## config.mk

```make
export PLATFORM = sky130hd
export DESIGN_NAME = stopwatch_ctrl
export DESIGN_NICKNAME = d
export VERILOG_FILES = /design/src/rtl/stopwatch_ctrl.sv
export SDC_FILE = /design/constraint.sdc
export NUM_CORES = 1
export LEC_CHECK = 0
export CAP_MARGIN = 10
export CORE_ASPECT_RATIO = 2
export CORE_MARGIN = 2
export CORE_UTILIZATION = 54
export CTS_BUF_LIST = sky130_fd_sc_hd__clkbuf_4 sky130_fd_sc_hd__clkbuf_8
export DETAILED_ROUTE_END_ITERATION = 10
export PLACE_DENSITY = 0.79
export SLEW_MARGIN = 20
export SYNTH_ARGS = -nofsm -noshare
export SYNTH_HDL_FRONTEND = slang
export SYNTH_SLANG_ARGS = --single-unit
export TNS_END_PERCENT = 30
```

## constraint.sdc

```tcl
create_clock -name clk -period 5.11 [get_ports clk]
set_clock_uncertainty 0.15 [all_clocks]
set_input_delay 0.7665 -clock clk [delete_from_list [all_inputs] [get_ports clk]]
set_output_delay 0.7665 -clock clk [all_outputs]
set_load 0.1 [all_outputs]
```

## src/rtl/stopwatch_ctrl.sv

```systemverilog
// Stopwatch sequencing controller: IDLE/RUN/PAUSE/LAP FSM, 1 Hz prescaler, mm:ss counters, lap snapshot.
// Define STOPWATCH_BCD_EN to present sec/min as packed two-digit BCD instead of plain binary.
module stopwatch_ctrl #(
    parameter int CLK_DIV = 50000000,
    parameter int MAX_MIN = 99
) (
    input  logic       clk,
    input  logic       rst,
    input  logic       start_stop,
    input  logic       lap_clear,
    output logic [7:0] sec,
    output logic [7:0] min,
    output logic       tick_out,
    output logic       running,
    output logic       lap_active,
    output logic       overflow
);

    localparam int PW = (CLK_DIV > 2) ? $clog2(CLK_DIV) : 1;
    localparam logic [PW-1:0] PRESC_LAST = PW'(CLK_DIV - 1);

`ifdef STOPWATCH_BCD_EN
    localparam logic [7:0] SEC_LAST = 8'h59;
    localparam logic [7:0] MIN_LAST = 8'(((MAX_MIN / 10) * 16) + (MAX_MIN % 10));

    // Two-digit BCD increment; callers never pass the wrap value.
    function automatic logic [7:0] inc_enc(input logic [7:0] v);
        if (v[3:0] == 4'd9) inc_enc = {v[7:4] + 4'd1, 4'd0};
        else                inc_enc = {v[7:4], v[3:0] + 4'd1};
    endfunction
`else
    localparam logic [7:0] SEC_LAST = 8'd59;
    localparam logic [7:0] MIN_LAST = 8'(MAX_MIN);

    function automatic logic [7:0] inc_enc(input logic [7:0] v);
        inc_enc = v + 8'd1;
    endfunction
`endif

    typedef enum logic [1:0] {S_IDLE, S_RUN, S_PAUSE, S_LAP} state_e;

    state_e        state_q, state_d;
    logic [PW-1:0] presc_q, presc_d;
    logic [7:0]    tsec_q, tsec_d, tmin_q, tmin_d;
    logic [7:0]    snap_sec_q, snap_sec_d, snap_min_q, snap_min_d;
    logic          ovf_q, ovf_d, tick_q, tick_d;
    logic [7:0]    sec_q, min_q;
    logic          running_q, lap_q;
    logic          terminal;

    always_comb begin
        // NOTE: every next-state signal gets a default first so no path leaves it unassigned (no latches).
        state_d    = state_q;
        presc_d    = presc_q;
        tsec_d     = tsec_q;
        tmin_d     = tmin_q;
        snap_sec_d = snap_sec_q;
        snap_min_d = snap_min_q;
        ovf_d      = ovf_q;
        tick_d     = 1'b0;
        terminal   = (presc_q == PRESC_LAST);

        case (state_q)
            S_IDLE: begin
                if (start_stop) begin
                    state_d = S_RUN;
                    presc_d = '0;
                end
            end
            S_RUN, S_LAP: begin
                presc_d = terminal ? '0 : presc_q + PW'(1);
                if (start_stop) begin
                    state_d = S_PAUSE;
                end else if (lap_clear) begin
                    if (state_q == S_RUN) begin
                        state_d    = S_LAP;
                        snap_sec_d = tsec_q;
                        snap_min_d = tmin_q;
                    end else begin
                        state_d = S_RUN;
                    end
                end
                // Saturation overrides any command and parks the machine in PAUSE.
                if (terminal) begin
                    if (tsec_q == SEC_LAST && tmin_q == MIN_LAST) begin
                        ovf_d   = 1'b1;
                        state_d = S_PAUSE;
                    end else begin
                        tick_d = 1'b1;
                        if (tsec_q == SEC_LAST) begin
                            tsec_d = '0;
                            tmin_d = inc_enc(tmin_q);
                        end else begin
                            tsec_d = inc_enc(tsec_q);
                        end
                    end
                end
            end
            S_PAUSE: begin
                if (start_stop) begin
                    state_d = S_RUN;
                end else if (lap_clear) begin
                    state_d = S_IDLE;
                    presc_d = '0;
                    tsec_d  = '0;
                    tmin_d  = '0;
                    ovf_d   = 1'b0;
                end
            end
            default: state_d = S_IDLE;
        endcase
    end

    always_ff @(posedge clk) begin
        if (rst) begin
            state_q    <= S_IDLE;
            presc_q    <= '0;
            tsec_q     <= '0;
            tmin_q     <= '0;
            snap_sec_q <= '0;
            snap_min_q <= '0;
            ovf_q      <= 1'b0;
            tick_q     <= 1'b0;
            sec_q      <= '0;
            min_q      <= '0;
            running_q  <= 1'b0;
            lap_q      <= 1'b0;
        end else begin
            state_q    <= state_d;
            presc_q    <= presc_d;
            tsec_q     <= tsec_d;
            tmin_q     <= tmin_d;
            snap_sec_q <= snap_sec_d;
            snap_min_q <= snap_min_d;
            ovf_q      <= ovf_d;
            tick_q     <= tick_d;
            // Display registers follow the next state so they line up with it after the edge.
            sec_q      <= (state_d == S_LAP) ? snap_sec_d : tsec_d;
            min_q      <= (state_d == S_LAP) ? snap_min_d : tmin_d;
            running_q  <= (state_d == S_RUN) || (state_d == S_LAP);
            lap_q      <= (state_d == S_LAP);
        end
    end

    assign sec        = sec_q;
    assign min        = min_q;
    assign tick_out   = tick_q;
    assign running    = running_q;
    assign lap_active = lap_q;
    assign overflow   = ovf_q;

endmodule

```

# --- After elaboration in Yosys (flattened, before gate mapping) ---
# Index checks and enable logic that the tools add are counted.
# Widths: inputs -> output; s select.
op_classes:
  eq_ne: 13
  shifts: 0
  n_mux: 42
  mul: 0
  addsub: 3
  n_lt_le_gt_ge: 0
  n_reduce_logical: 8
  div: 0
  bitwise: 2
ops:
  columns: ["cell", "count"]
  rows:
  - ["$mux 8", 20]
  - ["$mux 26", 4]
  - ["$pmux 26 s3", 1]
  - ["$pmux 8 s2", 2]
  - ["$add 26x1->26 const B", 1]
  - ["$eq 26x26->1 const B", 1]
  - ["$add 8x1->8 const B", 2]
  - ["$mux 2", 8]
  - ["$ne 2x2->1 const B", 5]
  - ["$eq 8x6->1 const B", 1]
  - ["$eq 8x7->1 const B", 1]
  - ["$eq 2x2->1 const B", 3]
  - ["$pmux 2 s3", 1]
  - ["$mux 1", 5]
  - ["$reduce_and 5->1", 1]
  - ["$eq 2x1->1 const B", 2]
  - ["$reduce_and 3->1", 1]
  - ["$reduce_or 3->1", 1]
  - ["$logic_not 2->1", 1]
  - ["$not 1->1", 2]
  - ["$pmux 1 s2", 1]
  - ["$reduce_bool 2->1", 1]
  - ["$reduce_or 2->1", 1]
  - ["$logic_and 1x1->1", 1]
  - ["$logic_or 1x1->1", 1]
totals:
  n_memories: 0
  ff_bits: 80
  output_inout_bits: 20
  ramBits: 0
  input_bits: 4
  latchBits: 0
  elab_cells: 80
  romBits: 0

# --- Longest topological paths before layout ---
depth:
  ltp_word: 9
  ltp_mapped: 9
  depth_no_buf: 8

# --- Worst setup path before layout ---
# No wires, ideal clock.
synth_path:
  path_type: "register to register"
  from: "register state_q[0]"
  to: "register min_q[4], in the netlist min[4]"
  path_buffers: 1
  synth_period_minus_slack_ns: 2.854
  arrival_time_ns: 2.581
  slack_ns: 2.256
  setup_time_ns: 0.123
  t_required_ns: 4.837
  path_stages_with_launch: 7
  path_cell_list: "dfxtp_1 > inv_1 > nor4_4 > buf_2 > mux2i_1 > a21o_1 > a21oi_1"
synth_via:
  elab_chain_len: 9
  word_cells_on_any_way: 21
  cone_classes: "eq/ne: 4; mux: 15; reduce/logical: 2"
synth_lines:
  columns: ["item", "line", "rtl"]
  rows:
  - ["start: declaration", "42", "state_e state_q, state_d;"]
  - ["start signal: assignment", "129", "state_q <= state_d;"]
  - ["$eq 2x1->1", "63, 75", null]
  - ["$mux 2", "75", "if (state_q == S_RUN) begin"]
  - ["$mux 2", "74", "end else if (lap_clear) begin"]
  - ["$mux 2", "72", "if (start_stop) begin"]
  - ["$mux 2", "85", "if (tsec_q == SEC_LAST && tmin_q == MIN_LAST) begin"]
  - ["$mux 2", "84", "if (terminal) begin"]
  - ["$pmux 2 s3", "63", "case (state_q)"]
  - ["$eq 2x2->1", "139", "min_q <= (state_d == S_LAP) ? snap_min_d : tmin_d;"]
  - ["$mux 8 *", "139", null]
  - ["end signal: assignment", "139", null]
  - ["end: declaration", "47", "logic [7:0] sec_q, min_q;"]
# Every way passes the cells marked *; elsewhere a longest branch is shown, timed or not.
# A chain may end at the register's enable or synchronous reset.

==> results.py <==
metrics = {
    "global_routing": {
        "grt_remaining_overflow": 0,
        "grt_use_total_pct": 23.60,
        "antenna_found_initial": 0,
        "grt_pass1_vias": 2848,
        "grt_max_degree": 28,
        "grt_pass1_wl_mm": 13.00,
    },
    "die": {
        "ios": 24,
        "die_h_um": 118.7,
        "rows": 41,
        "initial_utilization_pct": 55.84,
        "die_x_um": 61.35,
        "die_area_um2": 7282,
        "core_um2": 6361,
    },
    "critical_path": {
        "cp_slowest_stage_delay_ns": 1.26,
        "crit_family": "buffers and inverters",
        "startpoint": "state_q[0]",
        "critPathSlowestCell": "clkdlybuf4s50_1",
        "criticalPathCategory": "flop to output port",
        "cp.arrival_ns": 2.40,
        "required_ns": 4.19,
        "rrSetupSlack_ns": 2.30,
        "crit_chain": "clkdlybuf4s50_1",
        "path_buf_inv": 1,
        "path_max_fanout": 22,
        "reg2reg_from": "state_q[0]",
        "startpoint_type": "flop",
        "endpoint_kind": "output port",
    },
    "clock_tree": {
        "cts_setup_buffers": 0,
        "cts_max_path_buffers": 2,
        "cts-root-buf": "clkbuf_8",
        "cts.clk_slew.worst_paths_ns": 0.07,
        "numCtsBuffers": 9,
        "cts_sinks": 79,
        "postCtsResizedCells": 0,
        "clock_latency_ns": 0.35,
        "cts_tree": "yes",
        "cts.htree.levels": 3,
        "hold_buffers": 0,
    },
    "yosys": {
        "synth_fp_nets": 393,
        "synth_area_leaders": "dfxtp_1, mux2i_1, nor2_1, nand2_1, xor2_1",
        "yosys_warnings": 0,
        "ys_types": 57,
        "synth_seq_area_share_pct": 44.52,
        "synth_area_um2": 3552,
        "async_flop_share_pct": 0,
        "synth_top_area_share_pct": 44.52,
        "synth_edf_count": 0,
        "ys_ff_latch": 79,
        "yosysTopAreaCell": "dfxtp_1",
        "ys_dominant_reg_cell": "dfxtp_1",
        "avgSynthCellArea_um2": 9.202,
        "netlist_instances": 386,
    },
    "placement": {
        "pre_cts_slack_ns": 1.966,
        "dp_cells": 479,
        "port_buffers": 23,
        "gp_congestion": 0.8886,
        "dp_hpwl_mm": 5.485,
        "placed_area_um2": 3802,
    },
    "timing": {
        "period_needed_ns": 3.321,
        "holdWs_ns": 0.3420,
        "finalHoldViolCount": 0,
        "relSlewSlack_pct": 34.20,
        "worst_slew_pin_slew_ns": 0.9840,
        "setup-tns-final_ns": 0,
        "drv_slew": 0,
        "rsz0062_at_grt": "no",
        "setup_slack_ns": 1.789,
        "setup_violations": 0,
        "fmax_mhz": 301.1,
        "finalCritPeriodShare_pct": 64.99,
    },
    "cells_and_area": {
        "final_common_cell": "dfxtp_1",
        "area_delta_synth_final_pct": 12.29,
        "final_nets": 411,
        "finalNonFillerCells": 493,
        "drive_gt1_share_pct": 8.600,
        "final_cell_mix": "dfxtp_1, nor2_1, nand2_1",
        "nFillCells": 588,
        "diodes": 0,
        "design_area_um2": 3989,
    },
    "drt": {
        "post_drt_wl_per_cell_um": 15.34,
        "ant_nets": 0,
        "firstDrtPassIters": 4,
        "vias": 2870,
        "initialDrtViolationCount": 148,
        "wl_mm": 7.565,
        "vias_per_cell": 5.822,
        "drc_errors": 0,
    },
    "power_and_ir_drop": {
        "p_leak_nw": 1.374,
        "vdd_drop_max_uv": 177.3,
        "power_density_nw_per_um2": 284.5,
    },
    "min_path": {
        "hp-class": "flop to flop",
        "holdCritStartpoint": "snap_sec_q[5]",
    },
    "flow_run": {
        "max_cap_viol_count": 0,
    },
    "outcome": {
        "status": "finished, final reports clean",
    },
}
path summary, 6_finish.rpt:
kind | endpoint | cells past startpoint
max | running | 1
max reg2reg | sec[1] | 6
min reg2reg | snap_sec_q[5] | 2
min | snap_sec_q[5] | 2
logic make-up (layout without fill, tap and decap cells):
| group | count (synthesis) | count (layout) | synth area share, % |
|---|---|---|---|
| compound gates | 64 | 64 | 12.47 |
| flops | 79 | 79 | 44.52 |
| xor+xnor | 27 | 27 | 6.657 |
| mux | 21 | 21 | 6.023 |
| buf+inv | 23 | 44 | 3.417 |
| simple gates | 169 | 169 | 25.85 |
| fa+ha+maj | 3 | 3 | 1.057 |
metal layers:
metal,up-vias,routed length [um],share of wire (%),GRT usage [%]
li1,1427,-,-,-
met3,19,222,2.9,4.814
met4,0,215,2.8,11.17
met2,63,4266,56,42.55
met5,-,0,0,0
met1,1361,2861,38,24.17
power by group:
part	switching [mW]	leakage (nW)	internal [mW]
clock network	0.206	0.0981	0.230
logic	0.0535	0.638	0.0196
registers	0.00590	0.637	0.620
total	0.265	1.37	0.870
synth_stat cells, types with 3 or more instances:
cell / n
dfxtp_1: 79
nor2_1: 47
nand2_1: 39
a21oi_1: 22
mux2i_1: 18
nand3_1: 16
xor2_1: 16
xnor2_1: 11
nand4_1: 9
nor3_1: 9
o21ai_0: 8
and3_1: 7
clkbuf_1: 7
a21o_1: 6
nor4_1: 6
or3_1: 6
a2bb2oi_1: 5
a31oi_1: 5
and4_1: 5
inv_1: 5
nor3_2: 5
buf_6: 4
a32oi_1: 3
buf_1: 3
buf_2: 3
ha_1: 3
nor3b_1: 3
area by class of cell:
| cell class | instances | area (um^2) | share of cell area (%) |
|---|---|---|---|
| Timing Repair Buffer | 25 | 245.2 | 6.148 |
| Tap cell | 86 | 107.6 | 2.698 |
| Inverter | 5 | 18.77 | 0.4705 |
| Sequential cell | 79 | 1582 | 39.65 |
| Clock buffer | 14 | 186.4 | 4.674 |
| Multi-Input combinational cell | 284 | 1849 | 46.36 |
stage by stage:
stage | utilization, % | total power, mW
after floorplan | - | 0.6974
after global placement | 59.78 | 0.7126
after detailed placement | 59.78 | 0.7134
after CTS | 62.71 | 1.143
after global routing | 62.71 | 1.177
final | 62.71 | 1.135
flip-flops by register name (all words and copies together) (netlist names):
register / flops
presc_q: 26
min: 8
sec: 8
snap_min_q: 8
snap_sec_q: 8
tmin_q: 8
tsec_q: 8
state_q: 2
lap_active: 1
overflow: 1
tick_out: 1
Power figures use the tool's default switching activity.
